File: config.mk
export PLATFORM = sky130hd
export DESIGN_NAME = vga_timing_out_flat
export DESIGN_NICKNAME = d
export VERILOG_FILES = /design/src/rtl/vga_timing_out_if.sv /design/src/rtl/vga_timing_out.sv /design/src/flat_wrapper.sv
export SDC_FILE = /design/constraint.sdc
export NUM_CORES = 1
export LEC_CHECK = 0
export ABC_AREA = 1
export CORE_MARGIN = 2
export CORE_UTILIZATION = 35
export DETAILED_ROUTE_END_ITERATION = 16
export PLACE_DENSITY = 0.69
export SYNTH_ARGS = -nofsm -noshare
export SYNTH_HDL_FRONTEND = slang
export SYNTH_SLANG_ARGS = --single-unit
export TNS_END_PERCENT = 1
File: constraint.sdc
create_clock -name clk -period 2.77 [get_ports clk]
set_input_delay 0.277 -clock clk [delete_from_list [all_inputs] [get_ports clk]]
set_output_delay 0.277 -clock clk [all_outputs]
set_load 0.05 [all_outputs]
File: src/rtl/vga_timing_out_if.sv
// Pixel-generator / VGA-pin bundle for vga_timing_out.
// master: the timing block (drives raster, ticks and pins, reads colour).
// slave:  the pixel generator / board side (drives colour, reads the rest).
interface vga_timing_out_if;
  logic [11:0] rgb_in;
  logic [9:0]  h_cnt;
  logic [9:0]  v_cnt;
  logic        valid;
  logic        pclk_en;
  logic        line_tick;
  logic        frame_tick;
  logic [15:0] frame_cnt;
  logic        hsync;
  logic        vsync;
  logic [3:0]  vgaRed;
  logic [3:0]  vgaGreen;
  logic [3:0]  vgaBlue;

  modport master (
    input  rgb_in,
    output h_cnt, v_cnt, valid, pclk_en, line_tick, frame_tick, frame_cnt,
    output hsync, vsync, vgaRed, vgaGreen, vgaBlue
  );

  modport slave (
    output rgb_in,
    input  h_cnt, v_cnt, valid, pclk_en, line_tick, frame_tick, frame_cnt,
    input  hsync, vsync, vgaRed, vgaGreen, vgaBlue
  );
endinterface

File: src/rtl/vga_timing_out.sv
// VGA raster timing and registered output stage.
// Divides clk down to a pixel strobe, runs the h/v raster counters, and
// registers colour plus hsync/vsync one pixel behind the counters so the
// pins stay mutually aligned. Also provides line/frame ticks and a frame count.
module vga_timing_out #(
  parameter int unsigned DIV      = 4,
  parameter int unsigned H_VIS    = 640,
  parameter int unsigned H_FP     = 16,
  parameter int unsigned H_SYNC   = 96,
  parameter int unsigned H_BP     = 48,
  parameter int unsigned V_VIS    = 480,
  parameter int unsigned V_FP     = 10,
  parameter int unsigned V_SYNC   = 2,
  parameter int unsigned V_BP     = 33,
  parameter bit          SYNC_POL = 1'b0
) (
  input logic             clk,
  input logic             rst,
  vga_timing_out_if.master vif
);

  localparam int unsigned H_TOT  = H_VIS + H_FP + H_SYNC + H_BP;
  localparam int unsigned V_TOT  = V_VIS + V_FP + V_SYNC + V_BP;
  localparam int unsigned HS_BEG = H_VIS + H_FP;
  localparam int unsigned HS_END = HS_BEG + H_SYNC;
  localparam int unsigned VS_BEG = V_VIS + V_FP;
  localparam int unsigned VS_END = VS_BEG + V_SYNC;

  // DIV=1 still needs a one-bit register; it simply stays at zero.
  localparam int unsigned  DW       = (DIV > 1) ? $clog2(DIV) : 1;
  localparam logic [DW-1:0] DIV_LAST = DW'(DIV - 1);
  localparam logic [9:0]   H_LAST   = 10'(H_TOT - 1);
  localparam logic [9:0]   V_LAST   = 10'(V_TOT - 1);

  logic [DW-1:0] div_q;
  logic          pclk_en;
  logic [9:0]    h_q;
  logic [9:0]    v_q;
  logic          h_wrap;
  logic          v_wrap;
  logic          valid;
  logic          hs_act;
  logic          vs_act;
  logic          line_q;
  logic          frame_q;
  logic [15:0]   frame_cnt_q;
  logic          hsync_q;
  logic          vsync_q;
  logic [11:0]   rgb_q;

  assign pclk_en = (div_q == DIV_LAST);
  assign h_wrap  = (h_q == H_LAST);
  assign v_wrap  = (v_q == V_LAST);
  assign valid   = (h_q < 10'(H_VIS)) && (v_q < 10'(V_VIS));
  assign hs_act  = (h_q >= 10'(HS_BEG)) && (h_q < 10'(HS_END));
  assign vs_act  = (v_q >= 10'(VS_BEG)) && (v_q < 10'(VS_END));

  // Pixel-rate divider: counts 0..DIV-1, strobe on the last count.
  always_ff @(posedge clk or posedge rst) begin
    if (rst) begin
      div_q <= '0;
    end else if (pclk_en) begin
      div_q <= '0;
    end else begin
      div_q <= div_q + 1'b1;
    end
  end

  // Raster counters, advanced once per pixel strobe.
  always_ff @(posedge clk or posedge rst) begin
    if (rst) begin
      h_q <= '0;
      v_q <= '0;
    end else if (pclk_en) begin
      if (h_wrap) begin
        h_q <= '0;
        v_q <= v_wrap ? '0 : v_q + 1'b1;
      end else begin
        h_q <= h_q + 1'b1;
      end
    end
  end

  // Line/frame tick pulses and completed-frame counter.
  always_ff @(posedge clk or posedge rst) begin
    if (rst) begin
      line_q      <= 1'b0;
      frame_q     <= 1'b0;
      frame_cnt_q <= '0;
    end else begin
      line_q  <= pclk_en && h_wrap;
      frame_q <= pclk_en && h_wrap && v_wrap;
      if (pclk_en && h_wrap && v_wrap) begin
        frame_cnt_q <= frame_cnt_q + 1'b1;
      end
    end
  end

  // Output stage: captures the pixel being left, so pins lag counters by one pixel.
  always_ff @(posedge clk or posedge rst) begin
    if (rst) begin
      hsync_q <= ~SYNC_POL;
      vsync_q <= ~SYNC_POL;
      rgb_q   <= '0;
    end else if (pclk_en) begin
      hsync_q <= hs_act ? SYNC_POL : ~SYNC_POL;
      vsync_q <= vs_act ? SYNC_POL : ~SYNC_POL;
      rgb_q   <= valid ? vif.rgb_in : '0;
    end
  end

  assign vif.h_cnt      = h_q;
  assign vif.v_cnt      = v_q;
  assign vif.valid      = valid;
  assign vif.pclk_en    = pclk_en;
  assign vif.line_tick  = line_q;
  assign vif.frame_tick = frame_q;
  assign vif.frame_cnt  = frame_cnt_q;
  assign vif.hsync      = hsync_q;
  assign vif.vsync      = vsync_q;
  assign vif.vgaRed     = rgb_q[11:8];
  assign vif.vgaGreen   = rgb_q[7:4];
  assign vif.vgaBlue    = rgb_q[3:0];

endmodule

File: src/flat_wrapper.sv
// flat-port wrapper written by rule: the top's interface ports become plain ports
module vga_timing_out_flat 
#(
  parameter int unsigned DIV      = 4,
  parameter int unsigned H_VIS    = 640,
  parameter int unsigned H_FP     = 16,
  parameter int unsigned H_SYNC   = 96,
  parameter int unsigned H_BP     = 48,
  parameter int unsigned V_VIS    = 480,
  parameter int unsigned V_FP     = 10,
  parameter int unsigned V_SYNC   = 2,
  parameter int unsigned V_BP     = 33,
  parameter bit          SYNC_POL = 1'b0
)
  (clk, rst, vif_rgb_in, vif_h_cnt, vif_v_cnt, vif_valid, vif_pclk_en, vif_line_tick, vif_frame_tick, vif_frame_cnt, vif_hsync, vif_vsync, vif_vgaRed, vif_vgaGreen, vif_vgaBlue);
  vga_timing_out_if vif_i ();
  input logic clk;
  input logic rst;
  input wire logic [$bits(vif_i.rgb_in)-1:0] vif_rgb_in;
  output wire logic [$bits(vif_i.h_cnt)-1:0] vif_h_cnt;
  output wire logic [$bits(vif_i.v_cnt)-1:0] vif_v_cnt;
  output wire logic [$bits(vif_i.valid)-1:0] vif_valid;
  output wire logic [$bits(vif_i.pclk_en)-1:0] vif_pclk_en;
  output wire logic [$bits(vif_i.line_tick)-1:0] vif_line_tick;
  output wire logic [$bits(vif_i.frame_tick)-1:0] vif_frame_tick;
  output wire logic [$bits(vif_i.frame_cnt)-1:0] vif_frame_cnt;
  output wire logic [$bits(vif_i.hsync)-1:0] vif_hsync;
  output wire logic [$bits(vif_i.vsync)-1:0] vif_vsync;
  output wire logic [$bits(vif_i.vgaRed)-1:0] vif_vgaRed;
  output wire logic [$bits(vif_i.vgaGreen)-1:0] vif_vgaGreen;
  output wire logic [$bits(vif_i.vgaBlue)-1:0] vif_vgaBlue;
  assign vif_i.rgb_in = vif_rgb_in;
  assign vif_h_cnt = vif_i.h_cnt;
  assign vif_v_cnt = vif_i.v_cnt;
  assign vif_valid = vif_i.valid;
  assign vif_pclk_en = vif_i.pclk_en;
  assign vif_line_tick = vif_i.line_tick;
  assign vif_frame_tick = vif_i.frame_tick;
  assign vif_frame_cnt = vif_i.frame_cnt;
  assign vif_hsync = vif_i.hsync;
  assign vif_vsync = vif_i.vsync;
  assign vif_vgaRed = vif_i.vgaRed;
  assign vif_vgaGreen = vif_i.vgaGreen;
  assign vif_vgaBlue = vif_i.vgaBlue;
  vga_timing_out #(.DIV(DIV), .H_VIS(H_VIS), .H_FP(H_FP), .H_SYNC(H_SYNC), .H_BP(H_BP), .V_VIS(V_VIS), .V_FP(V_FP), .V_SYNC(V_SYNC), .V_BP(V_BP), .SYNC_POL(SYNC_POL)) u_core (.clk(clk), .rst(rst), .vif(vif_i));
endmodule
==> results, run 1 <==
- The flow ran to the end, and the final reports show no timing, DRC or antenna violations.
- The later pin in the worst-skew pair is clocked with a latency of 0.31 ns.
- By area, the combinational part of the netlist is dominated by simple AND/OR/NAND/NOR gates.
- The floorplan step defined a die boundary enclosing 8750 sq um.
- In this run the cell area of the synthesized design comes to between 2000 and 3000 sq um.
- The area of placed instances is between 3000 and 4000 sq um.
- The number of pins exceeding their max-slew limit in the final report is 0.
- The synthesized area per cell is 7.93 sq um.
- The number of failing hold endpoints at the final stage is 0.
- The number of routed nets with antenna violations is 0.
- The overall global routing resource usage is 15.6%.
- The arrival time of data at the critical path endpoint is between 2 and 2.5 ns.
- The number of hold buffers added after cts is 0.
- At the end of routability-driven placement, the weighted congestion stood at ~0.9.
- The start-to-end type of the worst setup path is flip-flop to output port.
- The number of global-route vias before repair is ~2300.
- The number of H-tree levels is 2.
- The register bit count reported by yosys is 54.
- For this design, the slowest cell found on the critical path is clkdlybuf4s50_1.
- Sorting the synthesized cells by how often they occur yields 117 x nand2_1, 52 x dfrtp_1, 40 x inv_1.
- The most instantiated library cell after synthesis is nand2_1.
- The post-synthesis compound-gate area fraction is 7.22%.
- The number of port buffers is 67.
- The chip height is 93.6 um.
- The worst setup path startpoint is u_core.vif.v_cnt[6].
- The sequential cell area fraction in the yosys report is between 40% and 50%.
- The required time of the critical path is roughly 2.5 ns.
- The clock buffer count from CTS is 5.
- The number of distinct standard cells referenced by the synthesized netlist is 31.
- The detailed router's first-iteration violation count is 58.
- Of all nets on the critical path, the largest fanout is 13.
- Measured against its own limit, the worst slew margin works out to around 60%.
- The synthesis-to-finish area growth is 31.6%.
- The cell sitting at the root of the clock tree is a clkbuf_8.
- With fillers left out, the area of the finished cells amounts to 3690 sq um.
- The setup total negative slack is 0 ns.
- Measured in cells, the most critical reg-to-reg path has a length of 8.
- The number of enable-type register cells in the synthesized netlist is 0.
- The critical path depth is 6.
- The CTS sink count is 54.
- Max-cap violations in this run came to 0.
- The maximum operating frequency is between 0.3 and 0.4 GHz.
- The wire-length estimate of the detail-placed layout is about 4700 um.
- The startpoint class of the critical path is a flip-flop.
- By area the synthesized netlist is led by dfrtp_1 46%, nand2_1 16%, inv_1 5.3%, o21ai_0 5.3%, nor2_1 4.1%.
- Together, buffers and inverters on the worst path number 3.
- The site row count is 32.
- The simple-gate portion of the synthesized area is about 29%.
- The number of resized instances in the post-cts repair step is 0.
- The reg-to-reg critical path endpoint is u_core.vif.frame_cnt[6].
- The number of antenna violations at the first check in global routing came to 0.
- After detailed routing, the total wire length is around 6400 um.
- The synthesized netlist devotes roughly 5.3% of its cell area to XOR and XNOR gates.
- Across the VDD grid, the largest voltage drop is roughly 0.18 mV.
- Counting along the longest clock path gives a buffer depth of 2.
- The biggest area contributor in the post-synthesis netlist is dfrtp_1.
- The starting density of the core is between 30% and 40%.
- In the routed design, unresolved DRC markers number 0.
- For the final database, setup skew stands at 0.00944 ns.
- The power per cell area is 385 nW/um^2.
- The worst register-to-register path begins at u_core.vif.h_cnt[0].
- The share of async-settable or async-resettable flops after synthesis is between 90% and 100%.
- The measured slew at the worst slew-check pin is approximately 0.60 ns.
- The adder-cell share of the synthesized area is under 10%.
- The average via count per standard cell is 4.65.
- In this run the horizontal extent of the chip is 93.6 um.
- After clock tree synthesis, the clock-pin slew on the worst setup and hold paths is around 0.10 ns.
- The post-synthesis mux area share is 0%.
- The boundary pin count is a little under 70.
- On the critical path the largest part of the delay comes from buffers and inverters.
- Synthesis produced a netlist whose cell count is around 350.
- The final layout contains between 400 and 500 nets.
- The number of post-CTS setup repair buffers is 0.
- The synthesized net count is ~370.
- The cell leakage power is between 0.0015 and 0.002 uW.
- The share of the cycle needed by the critical path after routing is about nine tenths.
- For this run, the leading register cell type out of synthesis is dfrtp_1.
- The sum of overflow across all layers after global routing is 0.
- The repair_antennas step left the layout with diodes totalling 0.
- The proportion of layout cells with a drive suffix above 1 is around 6.4%.
- The pin count of the biggest net entering global routing is 30.
- The longest individual stage delay on the worst path is a little over 0.7 ns.
- The type of the worst min-delay path is primary input to async pin.
- The total area inside the core boundary comes to 7770 sq um.
- The wire length per cell after detailed routing is approximately 12 um.
- The setup slack of the most critical reg-to-reg path is ~0.7 ns.
- The portion of synthesized cell area occupied by the leading cell type is 46.3%.
- The worst setup path is captured at an output port.
- The synthesis warning total is 0.
- The clock period minus final worst setup slack is 2.50 ns.
- Before antenna repair, the detailed router went through 4 iterations.
- The endpoint of the worst setup timing path is vif_valid.
- The critical path goes through nand2_1, nor2_1, inv_1, nand2_1, inv_1, clkdlybuf4s50_1.
- Setup repair after global routing left no endpoint under its margin.
- The first-pass GRT wire length is between 10000 and 15000 um.
- Setup violations remaining at the end of the flow were counted as 0.
- TritonCTS built the clock tree.
- The final route contains about 2400 vias.
==> routing by layer <==
layer | track usage, % | share of wire, % | wire, um | vias up
li1 | - | - | - | 1248
met1 | 21.4 | 48 | 3050 | 1119
met2 | 25.1 | 46 | 2930 | 65
met3 | 2.98 | 4.9 | 316 | 9
met4 | 4.71 | 1.4 | 89 | 0
met5 | 0 | 0 | 0 | -
==> registers in the layout, indices dropped and copies added, names as in the netlist <==
register,cells
u_core.vif.vsync,1
u_core.vif.v_cnt,10
u_core.vif.hsync,1
u_core.vif.frame_tick,1
u_core.rgb_q,12
u_core.div_q,2
u_core.vif.h_cnt,10
u_core.vif.line_tick,1
u_core.vif.frame_cnt,16
==> how the worst min path moves through the flow <==
| stage | startpoint | to | slack (ns) |
|---|---|---|---|
| global route | rst | u_core.rgb_q[9] | 0.41 |
| detailed placement | u_core.div_q[0] | u_core.div_q[0] | 0.42 |
| floorplan | u_core.div_q[0] | u_core.div_q[0] | 0.40 |
| global placement | u_core.div_q[0] | u_core.div_q[0] | 0.42 |
| CTS | rst | u_core.vif.h_cnt[1] | 0.38 |
| finish | rst | u_core.rgb_q[9] | 0.35 |
==> where the power goes <==
group / internal, uW / switching (uW)
logic: 37.0 / 57.7
clock network: 270 / 258
registers: 797 / 4.52
==> layout make-up <==
type                       count  area, sq um
multi-input combinational    247         1230
inverter                      44          165
fill                         747         4070
timing repair buffer          70          706
clock inverter                 2         37.5
tap                          102          128
sequential                    54         1350
clock buffer                   6         72.6
==> cells by family (layout without fill, tap and decap cells) <==
logic type,after synthesis,in the layout
simple gates,188,188
flops,54,54
buf+inv,53,122
compound gates,37,37
xor+xnor,16,16
fa+ha+maj,6,6
==> per-stage QoR <==
step                instances  hold slack [ns]  utilization, %  total power (uW)  setup slack [ns]
global route              525            0.413            47.6              1480             0.103
floorplan                 354            0.403               -               866             0.915
CTS                       525            0.375            47.6              1450             0.236
global placement          517            0.416            46.2               913             0.619
detailed placement        517            0.420            46.2               913             0.589
finish                    525            0.353            47.6              1420             0.265
==> layout by cell type (no fill, tap or decap) <==
cell | Yosys | routed
and3_1 | 1 | 1
nor2_1 | 31 | 31
o21ai_0 | 30 | 30
bufinv_16 | 0 | 1
buf_4 | 3 | 2
ha_1 | 6 | 6
nand3_4 | 1 | 1
nand4_1 | 9 | 9
o21bai_1 | 1 | 1
clkbuf_1 | 1 | 1
nor2_4 | 1 | 1
inv_1 | 40 | 39
nor3_2 | 1 | 1
a21oi_1 | 2 | 2
buf_12 | 0 | 1
xor2_1 | 9 | 9
dfrtp_1 | 52 | 52
clkdlybuf4s50_1 | 0 | 67
nand3_2 | 1 | 1
inv_2 | 4 | 5
nand3_1 | 18 | 18
o221ai_1 | 1 | 1
xor2_2 | 1 | 1
nor3_1 | 3 | 3
dfstp_2 | 2 | 2
clkbuf_8 | 0 | 5
clkinvlp_4 | 0 | 1
nand2_1 | 117 | 117
nor2_2 | 2 | 2
o21ai_2 | 3 | 3
nand3b_1 | 3 | 3
xnor2_1 | 6 | 6
Power figures use the tool's default switching activity.
==> run 2: changes to the inputs <==
--- a/config.mk
+++ b/config.mk
@@ -7,9 +7,9 @@
 export LEC_CHECK = 0
 export ABC_AREA = 1
 export CORE_MARGIN = 2
-export CORE_UTILIZATION = 35
+export CORE_UTILIZATION = 37
 export DETAILED_ROUTE_END_ITERATION = 16
-export PLACE_DENSITY = 0.69
+export PLACE_DENSITY = 0.72
 export SYNTH_ARGS = -nofsm -noshare
 export SYNTH_HDL_FRONTEND = slang
 export SYNTH_SLANG_ARGS = --single-unit
==> run 2 against run 1 <==
Effect of this change: non-clock buffer count did not move; clock skew increased by 0.0016 ns; worst hold slack worse by 0.14 ns; flip-flop and latch count stayed put; first-iteration DRC count grew 53%; clock-buffer cell count grew 2.
==> results, run 2 (synthesis gave the netlist of run 1 again) <==
- The setup total negative slack is 0 ns (unchanged).
- The clock root buffer is clkbuf_8 (unchanged).
- The average via count per standard cell is 4.80 (was 4.65).
- The remaining max-slew budget at the tightest pin came to 62.8% (was 59.8%).
- The global-route layer with the greatest usage is met2 (unchanged).
- The start-to-end type of the worst setup path is flip-flop to output port (unchanged).
- The maximum operating frequency is 0.399 GHz (about the same).
- The most common cell after layout, fill and taps aside is nand2_1 (unchanged).
- The reg-to-reg critical path endpoint is u_core.vif.frame_cnt[6] (unchanged).
- The fraction of met3 tracks used by global routing came to 2.49% (was 2.98%).
- The number of H-tree levels is 2 (unchanged).
- The clock period minus final worst setup slack is 2.50 ns (about the same).
- The number of diodes added for antenna fixing was 0 (unchanged).
- The site row count is 31 (was 32).
- The detailed router's first-iteration violation count was 89 (was 58).
- The number of antenna violations at the first check in global routing is 0 (unchanged).
- The max capacitance violation total was 0 (unchanged).
- The master of the slowest instance on the critical path is clkdlybuf4s50_1 (unchanged).
- The number of buffers between clock root and the deepest sink was 2 (unchanged).
- Unrepaired setup endpoints after global routing: no (unchanged).
- The number of failing hold endpoints at the final stage is 0 (unchanged).
- The total number of nets in the final design is 442 (unchanged).
- The DRC violations left is 0 (unchanged).
- The overall global routing resource usage is 16.3% (was 15.6%).
- The core area is 7290 sq um (was 7770 sq um).
- The share of the cycle needed by the critical path after routing is 90.4% (about the same).
- The final count of negative-setup-slack endpoints is 0 (unchanged).
- Cell breakdown of the critical path: nand2_1, nor2_1, inv_1, nand2_1, inv_1, clkdlybuf4s50_1 (unchanged).
- The chip height is 91.1 um (was 93.6 um).
- The placer's final routability congestion estimate is 0.886 (was 0.889).
- The first-pass GRT wire length was 11200 um (was 10900 um).
- The die extent in x is 91.1 um (was 93.6 um).
- The proportion of layout cells with a drive suffix above 1 was 6.15% (was 6.38%).
- The starting density of the core is 38.5% (was 36.1%).
- The overall power after layout came to 1350 uW (was 1420 uW).
- The worst-path maximum fanout is 13 (unchanged).
- The number of resized instances in the post-cts repair step was 0 (unchanged).
- The pin count of the biggest net entering global routing was 25 (was 30).
- The critical path capture point type is an output port (unchanged).
- The synthesis-to-finish area growth was 30.3% (was 31.6%).
- The setup slack of the most critical reg-to-reg path is 0.74 ns (was 0.71 ns).
- The type of the worst min-delay path is primary input to async pin (unchanged).
- The number of post-CTS setup repair buffers is 0 (unchanged).
- The sum of overflow across all layers after global routing came to 0 (unchanged).
- The die area is 8300 sq um (was 8750 sq um).
- The number of routed nets with antenna violations is 0 (unchanged).
- Commonest cells after routing, fill and taps aside: 117 x nand2_1, 67 x clkdlybuf4s50_1, 52 x dfrtp_1, 39 x inv_1, 31 x nor2_1 (unchanged).
- The boundary pin count is 68 (unchanged).
- The post-DP HPWL is 4870 um (was 4680 um).
- The longest individual stage delay on the worst path was 0.70 ns (was 0.71 ns).
- The maximum clock skew at final layout is 0.0110 ns (was 0.00944 ns).
- The origin of the critical flop-to-flop path was u_core.vif.h_cnt[0] (unchanged).
- The clock latency at the later pin of the worst-skew pair is 0.31 ns (about the same).
- The wire length per cell after detailed routing was 12.5 um (was 12.2 um).
- The met1 demand-to-capacity share in global routing is 21.7% (was 21.4%).
- The startpoint class of the critical path is a flip-flop (unchanged).
- The cell depth of the worst flop-to-flop path came to 8 (unchanged).
- The number of port buffers is 67 (unchanged).
- The number of pins exceeding their max-slew limit in the final report came to 0 (unchanged).
- The length of the first detailed-routing pass in iterations came to 4 (unchanged).
- The flip-flop count of the largest register after layout came to 16 (unchanged).
- The number of filler instances in the final layout is 717 (was 747).
- The number of global-route vias before repair is 2325 (was 2334).
- The clock buffer count from CTS is 5 (unchanged).
- The peak supply drop is 0.170 mV (was 0.184 mV).
- The power per cell area came to 369 nW/um^2 (was 385 nW/um^2).
- The measured slew at the worst slew-check pin is 0.556 ns (was 0.603 ns).
- The number of vias in the routed layout is 2503 (was 2441).
- The final wirelength came to 6520 um (was 6390 um).
- The clock transition at the register clock pins on the worst setup and hold paths after CTS came to 0.10 ns (about the same).
- Result of the run: finished clean (unchanged).
- The cell leakage power is 0.00162 uW (was 0.00163 uW).
- The fraction of met2 tracks used by global routing came to 26.8% (was 25.1%).
- The arrival time of data at the critical path endpoint came to 2.23 ns (about the same).
- The number of hold buffers added after cts is 0 (unchanged).
- The required time of the critical path is 2.49 ns (about the same).
- The TritonCTS clock tree is done (unchanged).
- The CTS sink count came to 54 (unchanged).
-- run 2: metrics by stage --
| stage | cell area, sq um | std cells | utilization, % | worst slack (ns) | hold WS, ns |
|---|---|---|---|---|---|
| finish | 3660 | 522 | 50.2 | 0.266 | 0.217 |
| global route | 3660 | 522 | 50.2 | 0.0752 | 0.238 |
| CTS | 3660 | 522 | 50.2 | 0.237 | 0.216 |
| detailed placement | 3570 | 514 | 48.9 | 0.593 | 0.431 |
| global placement | 3570 | 514 | 48.9 | 0.623 | 0.416 |
| floorplan | 2810 | 354 | - | 0.915 | 0.403 |
-- run 2: worst max-delay path by stage --
stage / depth (start not counted) / slack [ns] / endpoint / startpoint
floorplan: 9 / 0.91 / u_core.vif.frame_cnt[2] / u_core.div_q[0]
global placement: 6 / 0.62 / vif_valid / u_core.vif.v_cnt[6]
detailed placement: 6 / 0.59 / vif_valid / u_core.vif.v_cnt[6]
CTS: 6 / 0.24 / vif_valid / u_core.vif.v_cnt[6]
global route: 6 / 0.08 / vif_valid / u_core.vif.v_cnt[6]
finish: 6 / 0.27 / vif_valid / u_core.vif.v_cnt[6]
-- run 2: area by class of cell --
cell class                      instances  area [sq um]  share of cell area (%)
Inverter                               44           165                    4.51
Clock buffer                            8          90.1                    2.46
Timing Repair Buffer                   70           693                    18.9
Sequential cell                        54          1350                    37.0
Multi-Input combinational cell        247          1230                    33.7
Tap cell                               99           124                    3.39
-- run 2: power breakdown --
| part | internal (uW) | switching, uW |
|---|---|---|
| logic | 36.0 | 57.2 |
| registers | 797 | 4.62 |
| clock network | 205 | 250 |
-- run 2: per-layer routing --
metal	routed length, um	vias up
met2	3110	71
met1	2960	1171
met3	288	13
met4	154	0
li1	-	1248
met5	0	-
-- run 2: critical path, delay by kind of cell (launching register included) --
| family | cells | cell delay [ns] |
|---|---|---|
| and+or+nand+nor | 3 | 0.60 |
| DFF | 1 | 0.44 |
| buffers and inverters | 3 | 0.86 |
==> run 3: changes to the inputs <==
==> constraint.sdc (replaced) <==
create_clock -name clk -period 2.5 [get_ports clk]
set_input_delay 0.25 -clock clk [delete_from_list [all_inputs] [get_ports clk]]
set_output_delay 0.25 -clock clk [all_outputs]
set_load 0.05 [all_outputs]
==> run 3 against run 2 <==
Effect of this change: core utilization increased by 0.19 points; via count decreased by 1.0%; worst hold slack improved by 0.22 ns; clock skew decreased by 0.0030 ns; critical path type unchanged; critical endpoint unchanged; largest cell class unchanged.
==> results, run 3 (synthesis gave the netlist of run 1 again) <==
- Result of the run: finished clean (unchanged).
- Unrepaired setup endpoints after global routing: no (unchanged).
- The setup total negative slack was 0 ns (unchanged).
- The maximum operating frequency is 0.438 GHz.
- The setup slack of the most critical reg-to-reg path is 0.49 ns (was 0.74 ns).
- The number of vias in the routed layout is 2478 (was 2503).
- The length of the first detailed-routing pass in iterations is 4 (unchanged).
- The overall global routing resource usage was 16.5% (was 16.3%).
- The number of antenna violations at the first check in global routing is 0 (unchanged).
- The sum of overflow across all layers after global routing was 0 (unchanged).
- The origin of the critical flop-to-flop path is u_core.vif.h_cnt[0] (unchanged).
- The post-DP HPWL came to 4710 um (was 4870 um).
- The routed design could run at a clock period as short as 2.29 ns.
- The number of placed instances with taps included is 514 (unchanged).
- The cell leakage power came to 0.00163 uW (was 0.00162 uW).
- The power per cell area is 428 nW/um^2 (was 369 nW/um^2).
- The required time of the critical path was 2.25 ns (was 2.49 ns).
- The clock root buffer is clkbuf_8 (unchanged).
- The number of failing hold endpoints at the final stage came to 0 (unchanged).
- Commonest cells after routing, fill and taps aside: 117 x nand2_1, 66 x clkdlybuf4s50_1, 52 x dfrtp_1, 39 x inv_1, 31 x nor2_1 (was 117 x nand2_1, 67 x clkdlybuf4s50_1, 52 x dfrtp_1, 39 x inv_1, 31 x nor2_1).
- The number of resized instances in the post-cts repair step came to 0 (unchanged).
- The type of the worst min-delay path was primary input to async pin (unchanged).
- The worst-path maximum fanout is 5 (was 13).
- The number of hold buffers added after cts came to 0 (unchanged).
- The measured slew at the worst slew-check pin is 0.687 ns (was 0.556 ns).
- The chip height was 91.1 um (unchanged).
- The number of post-CTS setup repair buffers is 0 (unchanged).
- The number of filler instances in the final layout is 731 (was 717).
- The die area is 8300 sq um (unchanged).
- The remaining max-slew budget at the tightest pin is 54.2% (was 62.8%).
- The clock transition at the register clock pins on the worst setup and hold paths after CTS is 0.10 ns (about the same).
- The start-to-end type of the worst setup path is flip-flop to output port (unchanged).
- The endpoint of the worst setup timing path is vif_valid (unchanged).
- The number of diodes added for antenna fixing is 0 (unchanged).
- The most common cell after layout, fill and taps aside is nand2_1 (unchanged).
- The number of global-route vias before repair is 2391 (was 2325).
- The starting density of the core is 38.5% (unchanged).
- The maximum clock skew at final layout is 0.00799 ns (was 0.0110 ns).
- The number of port buffers came to 67 (unchanged).
- The pin count of the biggest net entering global routing is 55 (was 25).
- The TritonCTS clock tree is done (unchanged).
- The startpoint class of the critical path was a flip-flop (unchanged).
- The number of buffers between clock root and the deepest sink is 2 (unchanged).
- The number of pins exceeding their max-slew limit in the final report came to 0 (unchanged).
- The site row count is 31 (unchanged).
- The final count of negative-setup-slack endpoints was 0 (unchanged).
- The wire length per cell after detailed routing is 12.4 um (was 12.5 um).
- The synthesis-to-finish area growth was 30.8% (was 30.3%).
- The first-pass GRT wire length was 11200 um (about the same).
- The die extent in x was 91.1 um (unchanged).
- The worst setup path startpoint is u_core.vif.v_cnt[6] (unchanged).
- The number of routed nets with antenna violations came to 0 (unchanged).
- The critical path capture point type is an output port (unchanged).
- The final wirelength came to 6480 um (was 6520 um).
- The final cell count without fillers is 522 (unchanged).
- The reg-to-reg critical path endpoint is u_core.vif.frame_cnt[5] (was u_core.vif.frame_cnt[6]).
- The arrival time of data at the critical path endpoint came to 2.04 ns (was 2.23 ns).
- The average via count per standard cell is 4.75 (was 4.80).
- The peak supply drop is 0.171 mV (was 0.170 mV).
- The clock buffer count from CTS came to 5 (unchanged).
- The CTS sink count was 54 (unchanged).
- The placer's final routability congestion estimate was 0.893 (was 0.886).
- The flip-flop count of the largest register after layout came to 16 (unchanged).
- The boundary pin count is 68 (unchanged).
- The detailed router's first-iteration violation count came to 116 (was 89).
- The final critical-path setup slack is 0.214 ns (was 0.266 ns).
- The number of H-tree levels was 2 (unchanged).
- The cell depth of the worst flop-to-flop path is 8 (unchanged).
- The clock latency at the later pin of the worst-skew pair came to 0.31 ns (about the same).
- The DRC violations left is 0 (unchanged).
- The post-placement worst setup slack is 0.486 ns (was 0.593 ns).
- The max capacitance violation total is 0 (unchanged).
- The proportion of layout cells with a drive suffix above 1 is 6.38% (was 6.15%).
- The total number of nets in the final design is 442 (unchanged).
- The share of the cycle needed by the critical path after routing is 91.4%.
- The core area is 7290 sq um (unchanged).
==> run 3: cell types whose count changed in the layout (fill, tap and decap cells not counted), sizes merged <==
cell	before	now
bufinv	0	1
clkdlybuf4s50	67	66
buf	3	4
clkbuf	8	7
==> run 3: how the worst min path moves through the flow <==
stage                                from                 endpoint  slack [ns]
after CTS                 u_core.div_q[0]          u_core.div_q[0]        0.44
after detailed placement  u_core.div_q[0]          u_core.div_q[0]        0.43
after floorplan           u_core.div_q[0]          u_core.div_q[0]        0.40
after global routing      u_core.div_q[0]          u_core.div_q[0]        0.46
final                                 rst  u_core.vif.frame_cnt[8]        0.44
after global placement    u_core.div_q[0]          u_core.div_q[0]        0.41
==> run 3: stage by stage <==
step	hold slack, ns	instance area [sq um]	utilization [%]	power [uW]
CTS	0.441	3670	50.4	1600
global placement	0.414	3570	48.9	1010
finish	0.438	3670	50.4	1570
global route	0.462	3670	50.4	1640
detailed placement	0.428	3570	48.9	1010
floorplan	0.403	2810	-	960
==> run 3: power by group <==
group / switching, uW / internal [uW] / leakage [uW]
sequential: 4.85 / 883 / 0.000705
clock: 280 / 300 / 0.0000524
combinational: 63.9 / 38.8 / 0.000872
total: 348 / 1220 / 0.00163
==> run 3: layout make-up <==
type                            instances  area (sq um)  share of cell area (%)
Tap cell                               99           124                    3.37
Sequential cell                        54          1350                    36.9
Timing Repair Buffer                   70           691                    18.8
Clock buffer                            7          76.3                    2.08
Clock inverter                          1          30.0                   0.818
Multi-Input combinational cell        247          1230                    33.6
Inverter                               44           165                    4.50
==> run 3: worst max-delay path, stage by stage (launching register included) <==
cell and delay [ns]:
dfrtp_1 0.45, nand2_1 0.10, nor2_1 0.20, inv_1 0.10, nand2_1 0.12, inv_1 0.06, clkdlybuf4s50_1 0.71
==> run 3: metal layers <==
metal | routed length [um] | GRT usage, % | share of wire [%] | vias up
met5 | 0 | 0 | 0 | -
met1 | 2990 | 21.8 | 46 | 1140
met2 | 3050 | 26.8 | 47 | 73
met4 | 121 | 5.93 | 1.9 | 0
li1 | - | - | - | 1253
met3 | 323 | 3.49 | 5.0 | 12
